$ cat config.mk
export PLATFORM = sky130hd
export DESIGN_NAME = fadd_sub_ctrl_flat
export DESIGN_NICKNAME = d
export VERILOG_FILES = /design/src/rtl/fp_pkg.sv /design/src/rtl/fadd_sub_ctrl_if.sv /design/src/rtl/fp_rm_resolve.sv /design/src/rtl/fadd_sub_ctrl.sv /design/src/flat_wrapper.sv
export SDC_FILE = /design/constraint.sdc
export NUM_CORES = 1
export LEC_CHECK = 0
export CAP_MARGIN = 5
export CORE_MARGIN = 4
export CORE_UTILIZATION = 42
export DETAILED_ROUTE_END_ITERATION = 7
export PLACE_DENSITY = 0.74
export SYNTH_ARGS = -nofsm -noshare
export SYNTH_HDL_FRONTEND = slang
export SYNTH_SLANG_ARGS = --single-unit
$ cat constraint.sdc
create_clock -name clk -period 1.86 [get_ports clk]
set_input_delay 0.186 -clock clk [delete_from_list [all_inputs] [get_ports clk]]
set_output_delay 0.186 -clock clk [all_outputs]
set_load 0.05 [all_outputs]
$ cat src/rtl/fp_pkg.sv
// rtl/fp_pkg.sv - shared types for the fadd/fsub pipeline controller
// Rounding-mode encoding, pipeline slot record and rm legality helper.
package fp_pkg;

  localparam int MAX_TAG_W = 8;

  typedef enum logic [2:0] {
    RNE = 3'b000,
    RTZ = 3'b001,
    RDN = 3'b010,
    RUP = 3'b011,
    RMM = 3'b100,
    DYN = 3'b111
  } rm_e;

  typedef struct packed {
    logic                 v;
    logic                 sub;
    rm_e                  rm;
    logic [MAX_TAG_W-1:0] tag;
  } fadd_slot_t;

  function automatic logic rm_legal(rm_e r);
    return r <= RMM;
  endfunction

endpackage

$ cat src/rtl/fadd_sub_ctrl_if.sv
// rtl/fadd_sub_ctrl_if.sv - issue and writeback handshakes of the fadd/fsub controller
// master = issue/writeback side, slave = controller.
interface fadd_sub_ctrl_if #(
  parameter int TAG_W = 5
);
  logic             in_valid;
  logic             in_ready;
  logic             in_sub;
  logic [2:0]       in_rm;
  logic [TAG_W-1:0] in_tag;
  logic             out_valid;
  logic             out_ready;
  logic [TAG_W-1:0] out_tag;

  modport master (
    output in_valid, in_sub, in_rm, in_tag, out_ready,
    input  in_ready, out_valid, out_tag
  );

  modport slave (
    input  in_valid, in_sub, in_rm, in_tag, out_ready,
    output in_ready, out_valid, out_tag
  );
endinterface

$ cat src/rtl/fp_rm_resolve.sv
// rtl/fp_rm_resolve.sv - resolves dynamic rm against fcsr.frm and flags illegal modes
module fp_rm_resolve
  import fp_pkg::*;
(
  input  logic [2:0] in_rm,
  input  logic [2:0] frm,
  output rm_e        r,
  output logic       legal
);

  always_comb begin
    r     = (in_rm == DYN) ? rm_e'(frm) : rm_e'(in_rm);
    legal = rm_legal(r);
  end

endmodule

$ cat src/rtl/fadd_sub_ctrl.sv
// rtl/fadd_sub_ctrl.sv - slot pipeline controller for the fadd/fsub datapath
// Carries op/rm/tag beside the datapath stages and generates their load enables.
module fadd_sub_ctrl
  import fp_pkg::*;
#(
  parameter int STAGES = 3,
  parameter int TAG_W  = 5
) (
  input  logic              clk,
  input  logic              reset,
  fadd_sub_ctrl_if.slave    io,
  input  logic [2:0]        frm,
  input  logic              flush,
  output logic [STAGES-1:0] stage_en,
  output logic              dp_sub,
  output logic [2:0]        round_rm,
  output logic              illegal_rm,
  output logic [TAG_W-1:0]  err_tag,
  output logic [2:0]        occupancy
);

  logic [STAGES-1:0] v_q, v_d, en;
  rm_e               r;
  logic              legal;
  logic              accept;
  logic              illegal_q;
  logic [TAG_W-1:0]  err_tag_q;
  logic [2:0]        occ_q, occ_d;

  fp_rm_resolve u_rm_resolve (
    .in_rm (io.in_rm),
    .frm   (frm),
    .r     (r),
    .legal (legal)
  );

  assign io.in_ready = en[0] & ~flush & ~reset;
  assign accept      = io.in_valid & io.in_ready;
  assign stage_en    = en;

  for (genvar i = 0; i < STAGES; i++) begin : g_slot
    fadd_slot_t q, d;

    // A stage may load when it or any stage downstream has a hole, or the tail drains.
    assign en[i]  = io.out_ready | ~(&v_q[STAGES-1:i]);
    assign v_q[i] = q.v;
    assign v_d[i] = d.v;

    if (i == 0) begin : g_head
      always_comb begin
        d = q;
        if (flush) begin
          d.v = 1'b0;
        end else if (en[i]) begin
          d.v = accept & legal;
          if (accept & legal) begin
            d.sub = io.in_sub;
            d.rm  = r;
            d.tag = MAX_TAG_W'(io.in_tag);
          end
        end
      end
    end else begin : g_body
      always_comb begin
        d = q;
        if (flush) begin
          d.v = 1'b0;
        end else if (en[i]) begin
          d = g_slot[i-1].q;
        end
      end
    end

    always_ff @(posedge clk) begin
      if (reset) begin
        q <= '0;
      end else begin
        q <= d;
      end
    end
  end

  always_comb begin
    occ_d = '0;
    for (int i = 0; i < STAGES; i++) begin
      occ_d = occ_d + 3'(v_d[i]);
    end
  end

  always_ff @(posedge clk) begin
    if (reset) begin
      illegal_q <= 1'b0;
      err_tag_q <= '0;
      occ_q     <= '0;
    end else begin
      illegal_q <= accept & ~legal;
      if (accept & ~legal) begin
        err_tag_q <= io.in_tag;
      end
      occ_q <= occ_d;
    end
  end

  assign io.out_valid = g_slot[STAGES-1].q.v;
  assign io.out_tag   = g_slot[STAGES-1].q.tag[TAG_W-1:0];
  assign round_rm     = g_slot[STAGES-1].q.rm;
  assign dp_sub       = g_slot[0].q.sub;
  assign illegal_rm   = illegal_q;
  assign err_tag      = err_tag_q;
  assign occupancy    = occ_q;

  // The tail slot's op bit and upper tag bits have no consumer past the round stage.
  logic unused_tail;
  assign unused_tail = ^g_slot[STAGES-1].q;

endmodule

$ cat src/flat_wrapper.sv
// flat-port wrapper written by rule: the top's interface ports become plain ports
module fadd_sub_ctrl_flat import fp_pkg::*;
#(
  parameter int STAGES = 3,
  parameter int TAG_W  = 5
)
  (clk, reset, frm, flush, stage_en, dp_sub, round_rm, illegal_rm, err_tag, occupancy, io_in_valid, io_in_sub, io_in_rm, io_in_tag, io_out_ready, io_in_ready, io_out_valid, io_out_tag);
  fadd_sub_ctrl_if #(.TAG_W(TAG_W)) io_i ();
  input  logic clk;
  input  logic reset;
  input  logic [2:0] frm;
  input  logic flush;
  output logic [STAGES-1:0] stage_en;
  output logic dp_sub;
  output logic [2:0] round_rm;
  output logic illegal_rm;
  output logic [TAG_W-1:0] err_tag;
  output logic [2:0] occupancy;
  input wire logic [$bits(io_i.in_valid)-1:0] io_in_valid;
  input wire logic [$bits(io_i.in_sub)-1:0] io_in_sub;
  input wire logic [$bits(io_i.in_rm)-1:0] io_in_rm;
  input wire logic [$bits(io_i.in_tag)-1:0] io_in_tag;
  input wire logic [$bits(io_i.out_ready)-1:0] io_out_ready;
  output wire logic [$bits(io_i.in_ready)-1:0] io_in_ready;
  output wire logic [$bits(io_i.out_valid)-1:0] io_out_valid;
  output wire logic [$bits(io_i.out_tag)-1:0] io_out_tag;
  assign io_i.in_valid = io_in_valid;
  assign io_i.in_sub = io_in_sub;
  assign io_i.in_rm = io_in_rm;
  assign io_i.in_tag = io_in_tag;
  assign io_i.out_ready = io_out_ready;
  assign io_in_ready = io_i.in_ready;
  assign io_out_valid = io_i.out_valid;
  assign io_out_tag = io_i.out_tag;
  fadd_sub_ctrl #(.STAGES(STAGES), .TAG_W(TAG_W)) u_core (.clk(clk), .reset(reset), .io(io_i), .frm(frm), .flush(flush), .stage_en(stage_en), .dp_sub(dp_sub), .round_rm(round_rm), .illegal_rm(illegal_rm), .err_tag(err_tag), .occupancy(occupancy));
endmodule
After elaboration in Yosys (flattened, before gate mapping). Cells that the tools add are included.

Add/subtract/negate cells: 2. Magnitude comparators: 1. Equality and inequality tests: 1. Mux-type cells: 8. Bitwise gates (word level): 14. Reductions and logical operators: 5.

Operators by type and width (count): $mux 13 (3); $mux 12 (1); $not 1->1 (6); $reduce_and 2->1 (3); $reduce_and 3->1 (2); $and 1x1->1 (5); $add 3x1->3 (1); $eq 3x3->1 const B (1); $le 3x3->1 const B (1); $mux 1 (3); $mux 3 (1); $or 1x1->1 (3); $add 1x1->2 (1).

Flip-flop bits (word level): 39. Bits of input ports: 17. Output and inout bits: 23. Logic and storage cells: 46.

Depth between registers and ports, before layout. Gate-level depths: netlist (run 1).

Depth in word-level cells: 12. Gate-level depth with buffers: 10.

Cells and area by module. A second synthesis (run 1) with hierarchy kept.

Cell total of the unflattened synthesis: 165. Area total of the unflattened synthesis: 1531.5 µm².

Modules (own cells, without submodules): fadd_sub_ctrl (instances 1, cells each 155, area an instance 1476.4 µm²); fp_rm_resolve (instances 1, cells each 10, area an instance 55.1 µm²).

Worst setup path before layout (run 1). Ideal clock, no wire load.

Kind: flip-flop to flip-flop. From: reg u_core.g_slot[2].q, in the netlist u_core.io.out_valid. To: reg u_core.occ_q[2], in the netlist u_core.occupancy[2]. Data arrival time: 2.282 ns. Data required time: 1.742 ns. Path slack: -0.540 ns. Stages on the path, launching flop included: 10. Buffers on the path: 1. Period minus slack after synthesis: 2.400 ns. Cells stage by stage: dfxtp_1 > nand4b_4 > and3_1 > buf_6 > nand2_1 > a21oi_1 > ha_1 > ha_1 > ha_1 > nor2b_1.

RTL lines: start: declaration (line fadd_sub_ctrl.sv:42) `fadd_slot_t q, d;`; start signal: assignment (line fadd_sub_ctrl.sv:76) `q <= '0;`; start signal: assignment (line fadd_sub_ctrl.sv:78) `q <= d;`; end signal: assignment (line fadd_sub_ctrl.sv:94) `occ_q <= '0;`; end signal: assignment (line fadd_sub_ctrl.sv:100) `occ_q <= occ_d;`; end: declaration (line fadd_sub_ctrl.sv:28) `logic [2:0] occ_q, occ_d;`.

==> results of run 1 <==
-- power by group through the flow --
stage          clock network, mW  logic (mW)  registers [mW]
6_report                   0.573       0.177           0.808
5_1_grt                    0.625       0.190           0.810
4_1_cts                    0.587       0.176           0.808
3_5_place_dp                   0       0.175           0.827
3_3_place_gp                   0       0.170           0.826
2_1_floorplan                  0      0.0756           0.840
-- flip-flops by register name, indices dropped and copies added, names as in the netlist --
register             count
u_core.g_slot.q         18
u_core.occupancy         3
u_core.io.out_tag        5
u_core.err_tag           5
u_core.round_rm          3
u_core.dp_sub            1
u_core.io.out_valid      1
u_core.illegal_rm        1
-- through the flow --
step | hold slack, ns | utilization [%] | instances
2_1_floorplan | 0.334 | - | 166
5_1_grt | 0.418 | 64.0 | 265
6_report | 0.412 | 64.0 | 265
3_5_place_dp | 0.450 | 61.5 | 257
3_3_place_gp | 0.451 | 61.5 | 257
4_1_cts | 0.398 | 64.0 | 265
-- final cells by class --
cell class,instances,area [um^2]
clock buffer,7,55.1
clock inverter,1,30.0
fill,275,1220
inverter,3,11.3
multi-input combinational,115,702
sequential,37,744
tap,46,57.6
timing repair buffer,56,571
-- layout by cell type (no fill, tap or decap), types with 2 or more instances in the layout --
| cell | n |
|---|---|
| sky130_fd_sc_hd__a21oi_2 | 2 |
| sky130_fd_sc_hd__clkdlybuf4s50_1 | 35 |
| sky130_fd_sc_hd__a21oi_1 | 23 |
| sky130_fd_sc_hd__nor2_1 | 14 |
| sky130_fd_sc_hd__inv_1 | 3 |
| sky130_fd_sc_hd__nand2_1 | 12 |
| sky130_fd_sc_hd__o21ai_0 | 24 |
| sky130_fd_sc_hd__clkbuf_4 | 5 |
| sky130_fd_sc_hd__buf_4 | 16 |
| sky130_fd_sc_hd__dfxtp_1 | 36 |
| sky130_fd_sc_hd__mux2i_1 | 8 |
| sky130_fd_sc_hd__buf_12 | 5 |
| sky130_fd_sc_hd__o2111ai_1 | 2 |
| sky130_fd_sc_hd__nand3_1 | 12 |
| sky130_fd_sc_hd__ha_2 | 2 |
-- logic make-up after synthesis --
| group | Yosys count | synth area share [%] |
|---|---|---|
| fa+ha+maj | 4 | 3.85 |
| buf+inv | 14 | 4.86 |
| compound gates | 57 | 21.2 |
| simple gates | 46 | 15.2 |
| mux | 8 | 5.36 |
| flops | 37 | 49.6 |
-- metal layers --
metal | vias to the layer above | GRT usage (%) | part of all wire (%)
met3 | 5 | 3.66 | 4.0
met1 | 637 | 19.8 | 43
met5 | - | 0 | 0
met2 | 39 | 30.9 | 51
li1 | 679 | - | -
met4 | 0 | 7.85 | 1.2
-- worst max path at each step --
stage                                               from  slack [ns]  depth (start not counted)                              to
after floorplan           u_core.io.out_valid$_SDFF_PP0_       -0.19                          9  u_core.occupancy[2]$_SDFF_PP0_
final                                       io_out_ready        0.11                          9  u_core.occupancy[2]$_SDFF_PP0_
after CTS                 u_core.io.out_valid$_SDFF_PP0_        0.11                          8  u_core.occupancy[2]$_SDFF_PP0_
after global routing      u_core.io.out_valid$_SDFF_PP0_        0.03                          8  u_core.occupancy[2]$_SDFF_PP0_
after global placement                            frm[0]       -0.18                          9  u_core.occupancy[2]$_SDFF_PP0_
after detailed placement                    io_out_ready       -0.26                          9  u_core.occupancy[2]$_SDFF_PP0_
-- worst reg2reg max path: stages (launching register included) --
cell and delay (ns):
sky130_fd_sc_hd__dfxtp_4 0.39, sky130_fd_sc_hd__and2b_4 0.16, sky130_fd_sc_hd__a21oi_1 0.06, sky130_fd_sc_hd__or2_2 0.29, sky130_fd_sc_hd__inv_1 0.06, sky130_fd_sc_hd__ha_1 0.23
sky130_fd_sc_hd__ha_2 0.19, sky130_fd_sc_hd__ha_2 0.15, sky130_fd_sc_hd__nor2b_1 0.12
==> impl_summary.log, run 1 <==
INFO  metric top_cells_by_area_synth = sky130_fd_sc_hd__dfxtp_1 (50%), sky130_fd_sc_hd__a21oi_1 (8.0%), sky130_fd_sc_hd__o21ai_0 (8.0%), sky130_fd_sc_hd__mux2i_1 (5.4%), sky130_fd_sc_hd__nand3_1 (4.0%)
INFO  metric power_density = 718 mW/mm^2
INFO  metric crit_fanout = 2
INFO  metric finalMaxSlewViolations = 0
INFO  metric hold_buffers = 0
INFO  metric yosys_register_bits = 37
INFO  metric peak_freq = 572 MHz
INFO  metric synth.distinct_cells = 30
INFO  metric post_cts_clock_slew_at_the_launch_and_capture_registers_of_the_worst_setup_and_hold_paths = 0.11 ns
INFO  metric die_width = approximately 68 um
INFO  metric track_usage = 17.4%
INFO  metric clkLatencyLatePin = 0.33 ns
INFO  metric grt_start_max_net_pins = 36
INFO  metric final-hold-violation-count = 0
INFO  metric critPathMaxStageDelay = between 0.4 and 0.5 ns
INFO  metric totalNegativeSetupSlack = 0 ns
INFO  metric synthesis_to_layout_area_growth = 45.3%
INFO  metric rr_startpoint = u_core.io.out_valid$_SDFF_PP0_
INFO  metric place.gp.congestion = between 0.7 and 0.8
INFO  metric sum_of_net_half_perimeters_after_detailed_placement = 2620 um
INFO  metric synth_async_sr_flop_share = 0%
INFO  metric timing.clock.skew = 0.00665 ns
INFO  metric routed_wire_length_per_instance = 13.1 um
INFO  metric syn_area_per_cell = between 8 and 9 um^2
INFO  metric critical_setup_path_class = in2reg
INFO  metric detail-route-antenna-nets = 0
INFO  metric first_pass_iters = 4
INFO  metric cts_buffers = 5
INFO  metric outcome = finished clean
INFO  metric crit_path_frequent_cell = sky130_fd_sc_hd__ha_2
INFO  metric vias = 1360
INFO  metric most_instantiated_library_cell_after_synthesis = sky130_fd_sc_hd__dfxtp_1
INFO  metric max_cap_viols = 0
INFO  metric max_slew_margin = 66.4%
INFO  metric dieHeight = 67.6 um
INFO  metric crit_path_max_delay_cell_type = sky130_fd_sc_hd__clkdlybuf4s50_1
INFO  metric fraction_of_post_synthesis_cell_area_in_the_top_cell_type_by_area = 49.6%
INFO  metric first_global_vias = 1372
INFO  metric critical_path.cell_chain = clkdlybuf4s50_1 > and2b_4 > a21oi_1 > or2_2 > inv_1 > ha_1 > ha_2 > ha_2 > nor2b_1
INFO  metric r2r.worst_path.cells = 8
INFO  metric grt_overflow_total = 0
INFO  metric placement.cell_area = approximately 0.0021 mm^2
INFO  metric ctsHtreeMaxLevel = 2
INFO  metric p_sw = between 0.3 and 0.4 mW
INFO  metric antennaDiodeCount = 0
INFO  metric synth_enable_flop_cells = 0
INFO  metric worst_slack = 0.112 ns
INFO  metric global_route_wire_length_before_repair = 6050 um
INFO  metric yosys_most_used_dff = sky130_fd_sc_hd__dfxtp_1
INFO  metric drt-initial-drc-count = 55
INFO  metric power_frac_comb = 11.4%
INFO  metric setup.worst_path.start_class = input pin
INFO  metric p_int = 1.21 mW
INFO  metric worstPathArrival = 1.97 ns
INFO  metric placeableCoreArea = 0.00339 mm^2
INFO  metric synth_top_area_cell = sky130_fd_sc_hd__dfxtp_1
INFO  metric cts_setup_buffers = 0
INFO  metric routed_wl = 3480 um
INFO  metric synthesis_warning_total = 0
INFO  metric sequentialPowerShare = between 50% and 60%
INFO  metric layout_min_cycle_time = ~1.7 ns
INFO  metric critical-path-top-delay-family = simple AND/OR/NAND/NOR gates
INFO  metric min_to = u_core.dp_sub$_SDFFE_PP0P_
INFO  metric layout_cell_share_with_drive_strength_beyond_1 = 18.7%
INFO  metric p_leak = approximately 0.85 nW
INFO  metric design.final.nets = 239
INFO  metric syn_area = between 0.001 and 0.0015 mm^2
INFO  metric final_instance_area = around 0.0022 mm^2
INFO  metric synth.net_count = 187
INFO  metric synth_seq_area_share = 49.6%
INFO  metric hold_depth = 3
INFO  metric rows = 21
INFO  metric numPortBuffers = 39
INFO  metric period_share = 94.0%
INFO  metric worst_hold_startpoint = io_in_sub
INFO  metric die_area = 0.00458 mm^2
INFO  metric rr_endpoint = u_core.occupancy[2]$_SDFF_PP0_
INFO  metric cts_resized = 0
INFO  metric ctsLongestPathBuffers = 2
INFO  metric dp_worst_setup_slack = -0.265 ns
INFO  metric ff2ff_setup_slack = between 0.1 and 0.15 ns
INFO  metric number_of_antenna_violations_at_the_first_check_in_global_routing = 0
INFO  metric cts_num_sinks = 37
INFO  metric io_pins = 40
INFO  metric timing.critical_path.required = 2.09 ns
INFO  metric vias_per_cell = 5.13
INFO  metric clock_power_share = 36.8%
INFO  metric critical_path.endpoint_type = flip-flop
INFO  metric grt_setup_unrepaired = false
INFO  metric setup_viol = 0
INFO  metric critical_path.n_buffers_inverters = 2
INFO  metric switching_share = 22.6%
INFO  metric synth_common_cells = sky130_fd_sc_hd__dfxtp_1 (37), sky130_fd_sc_hd__a21oi_1 (24), sky130_fd_sc_hd__o21ai_0 (24)
INFO  metric ir_worst_vdd = around 0.00062 V
INFO  metric detail_route.drc_violations = 0
INFO  metric initial_core_util = 44.1%
INFO  metric tritoncts = done
INFO  metric netlist_instances = 166
INFO  metric overall_power_consumption = ~1.6 mW
INFO  metric timing.hold.worst.class = in2reg
INFO  metric cts_root_buf = sky130_fd_sc_hd__clkbuf_4
INFO  metric worst-slew-pin-transition = 0.502 ns
Note: power is estimated with default switching activity, not from simulation.
==> run 2: changes to the inputs <==
REMOVE_ABC_BUFFERS = 1   (was unset)
SLEW_MARGIN = 20   (was unset)
==> impl_summary.log, run 2 (synthesis gave the netlist of run 1 again) <==
INFO  metric outcome = finished clean
INFO  metric final-hold-violation-count = 0
INFO  metric timing.critical_path.required = 2.09 ns
INFO  metric p_sw = between 0.3 and 0.4 mW
INFO  metric rows = 21
INFO  metric mostFrequentLayoutCells = sky130_fd_sc_hd__dfxtp_1 (36), sky130_fd_sc_hd__clkdlybuf4s50_1 (34), sky130_fd_sc_hd__a21oi_1 (24)
INFO  metric grt_start_max_net_pins = 36
INFO  metric overall_power_consumption = 1.56 mW
INFO  metric die_area = 0.00458 mm^2
INFO  metric track_usage = 17.2%
INFO  metric ir_worst_vdd = 0.000463 V
INFO  metric first_global_vias = 1328
INFO  metric number_of_flip_flops_under_the_largest_register_name = 18
INFO  metric worst-slew-pin-transition = 0.506 ns
INFO  metric antennaDiodeCount = 0
INFO  metric cts_setup_buffers = 0
INFO  metric synthesis_to_layout_area_growth = 43.4%
INFO  metric finalMaxSlewViolations = 0
INFO  metric placeableCoreArea = 0.00339 mm^2
INFO  metric period_share = a little over nine tenths
INFO  metric layout.cells.most_common = sky130_fd_sc_hd__dfxtp_1
INFO  metric critical_path.cell_chain = and2b_4 > a21oi_1 > or2_2 > inv_1 > ha_1 > ha_1 > ha_1 > nor2b_1
INFO  metric numPortBuffers = 39
INFO  metric drt-initial-drc-count = 45
INFO  metric detail_route.drc_violations = 0
INFO  metric dieHeight = 67.6 um
INFO  metric p_int = 1.21 mW
INFO  metric max_slew_margin = 66.2%
INFO  metric routed_wl = 3530 um
INFO  metric layout_min_cycle_time = 1.77 ns
INFO  metric grt_setup_unrepaired = false
INFO  metric fin_util = 63.2%
INFO  metric dp_worst_setup_slack = -0.339 ns
INFO  metric grt_overflow_total = 0
INFO  metric setup_viol = 0
INFO  metric initial_core_util = 44.1%
INFO  metric critical_path.endpoint_type = flip-flop
INFO  metric die_width = a little under 70 um
INFO  metric design.final.nets = approximately 240
INFO  metric worstPathArrival = 2.00 ns
INFO  metric max_flop_register = u_core.g_slot.q
INFO  metric first_pass_iters = 4
INFO  metric cts_root_buf = sky130_fd_sc_hd__clkbuf_4
INFO  metric critPathMaxStageDelay = approximately 0.39 ns
INFO  metric worst_slack = 0.0919 ns
INFO  metric sequentialPowerShare = 51.9%
INFO  metric number_of_antenna_violations_at_the_first_check_in_global_routing = 0
INFO  metric clock_power_share = ~37%
INFO  metric vias_per_cell = 5.06
INFO  metric cts_buffers = 5
INFO  metric layout_cell_share_with_drive_strength_beyond_1 = approximately 16%
INFO  metric global_route_wire_length_before_repair = 5780 um
INFO  metric crit_fanout = 3
INFO  metric timing.hold.worst.class = in2reg
INFO  metric critical_setup_path_class = reg2reg
INFO  metric num-fill-cells = roughly 290
INFO  metric ctsHtreeMaxLevel = 2
INFO  metric tritoncts = done
INFO  metric power_frac_comb = between 10% and 20%
INFO  metric hold_buffers = 0
INFO  metric peak_freq = 566 MHz
INFO  metric clkLatencyLatePin = 0.34 ns
INFO  metric routed_wire_length_per_instance = 13.4 um
INFO  metric post_cts_clock_slew_at_the_launch_and_capture_registers_of_the_worst_setup_and_hold_paths = approximately 0.11 ns
INFO  metric sum_of_net_half_perimeters_after_detailed_placement = about 2700 um
INFO  metric power_density = 729 mW/mm^2
INFO  metric vias = 1337
INFO  metric p_leak = 0.860 nW
INFO  metric cts_num_sinks = 37
INFO  metric place.detailed.instances = 256
INFO  metric switching_share = 22.8%
INFO  metric layout.cells.non_filler = 264
INFO  metric crit_path_max_delay_cell_type = sky130_fd_sc_hd__dfxtp_2
INFO  metric place.gp.congestion = 0.766
INFO  metric setup.worst_path.start_class = flip-flop
INFO  metric timing.clock.skew = 0.0139 ns
INFO  metric crit_path_frequent_cell = sky130_fd_sc_hd__ha_1
INFO  metric io_pins = 40
INFO  metric max_cap_viols = 0
INFO  metric cts_resized = 0
INFO  metric ctsLongestPathBuffers = 2
INFO  metric detail-route-antenna-nets = 0
## run 2: cell types whose count changed in the layout (fill, tap and decap cells not counted), moves of 2 or more
| cell | delta |
|---|---|
| sky130_fd_sc_hd__o21ai_1 | +2 |
| sky130_fd_sc_hd__ha_1 | +2 |
| sky130_fd_sc_hd__o21ai_0 | -2 |
| sky130_fd_sc_hd__ha_2 | -2 |
## run 2: critical path, delay by kind of cell, from the launching register on
kind,cells,cell delay (ns)
simple gates,3,0.57
compound gates,1,0.05
buf+inv,1,0.07
flops,1,0.39
fa+ha+maj,3,0.58
## run 2: layout make-up
type / count / area [um^2] / share of cell area [%]
Sequential cell: 37 / 742 / 34.6
Multi-Input combinational cell: 115 / 681 / 31.8
Timing Repair Buffer: 55 / 566 / 26.4
Tap cell: 46 / 57.6 / 2.69
Clock buffer: 7 / 55.1 / 2.57
Clock inverter: 1 / 30.0 / 1.40
Inverter: 3 / 11.3 / 0.526
## run 2: worst paths after layout
check | slack (ns) | cells after the start | start | to
worst min register to register | 0.48 | 2 | u_core.g_slot[1].q[1]$_SDFFE_PP0P_ | u_core.io.out_tag[1]$_SDFFE_PP0P_
worst max-delay path | 0.09 | 8 | u_core.io.out_valid$_SDFF_PP0_ | u_core.occupancy[2]$_SDFF_PP0_
worst max register to register | 0.09 | 8 | u_core.io.out_valid$_SDFF_PP0_ | u_core.occupancy[2]$_SDFF_PP0_
worst min-delay path | 0.29 | 3 | io_in_rm[1] | u_core.g_slot[0].q[9]$_SDFFE_PP0P_
## run 2: routing by layer
layer	GRT usage, %	wire length [um]
met2	28.6	1810
met4	11.9	110
met3	4.99	141
met5	0	0
met1	18.6	1470
## run 2: through the flow
| step | setup TNS, ns | area, um^2 | hold WS, ns |
|---|---|---|---|
| floorplan | -1.23 | 1430 | 0.251 |
| global placement | -0.445 | 2050 | 0.449 |
| detailed placement | -0.630 | 2050 | 0.458 |
| CTS | 0 | 2140 | 0.406 |
| global route | 0 | 2140 | 0.304 |
| finish | 0 | 2140 | 0.294 |
## run 2: power groups by stage
stage          logic [mW]  clock network [mW]  registers, mW
2_1_floorplan      0.0530                   0          0.841
6_report            0.171               0.580          0.810
4_1_cts             0.171               0.587          0.810
5_1_grt             0.185               0.624          0.812
3_5_place_dp        0.171                   0          0.828
3_3_place_gp        0.166                   0          0.828
==> run 3: changes to the inputs <==
CAP_MARGIN = unset   (was 5)
==> results of run 3 <==
The final DEF is identical to that of run 2; final timing and power are the same.
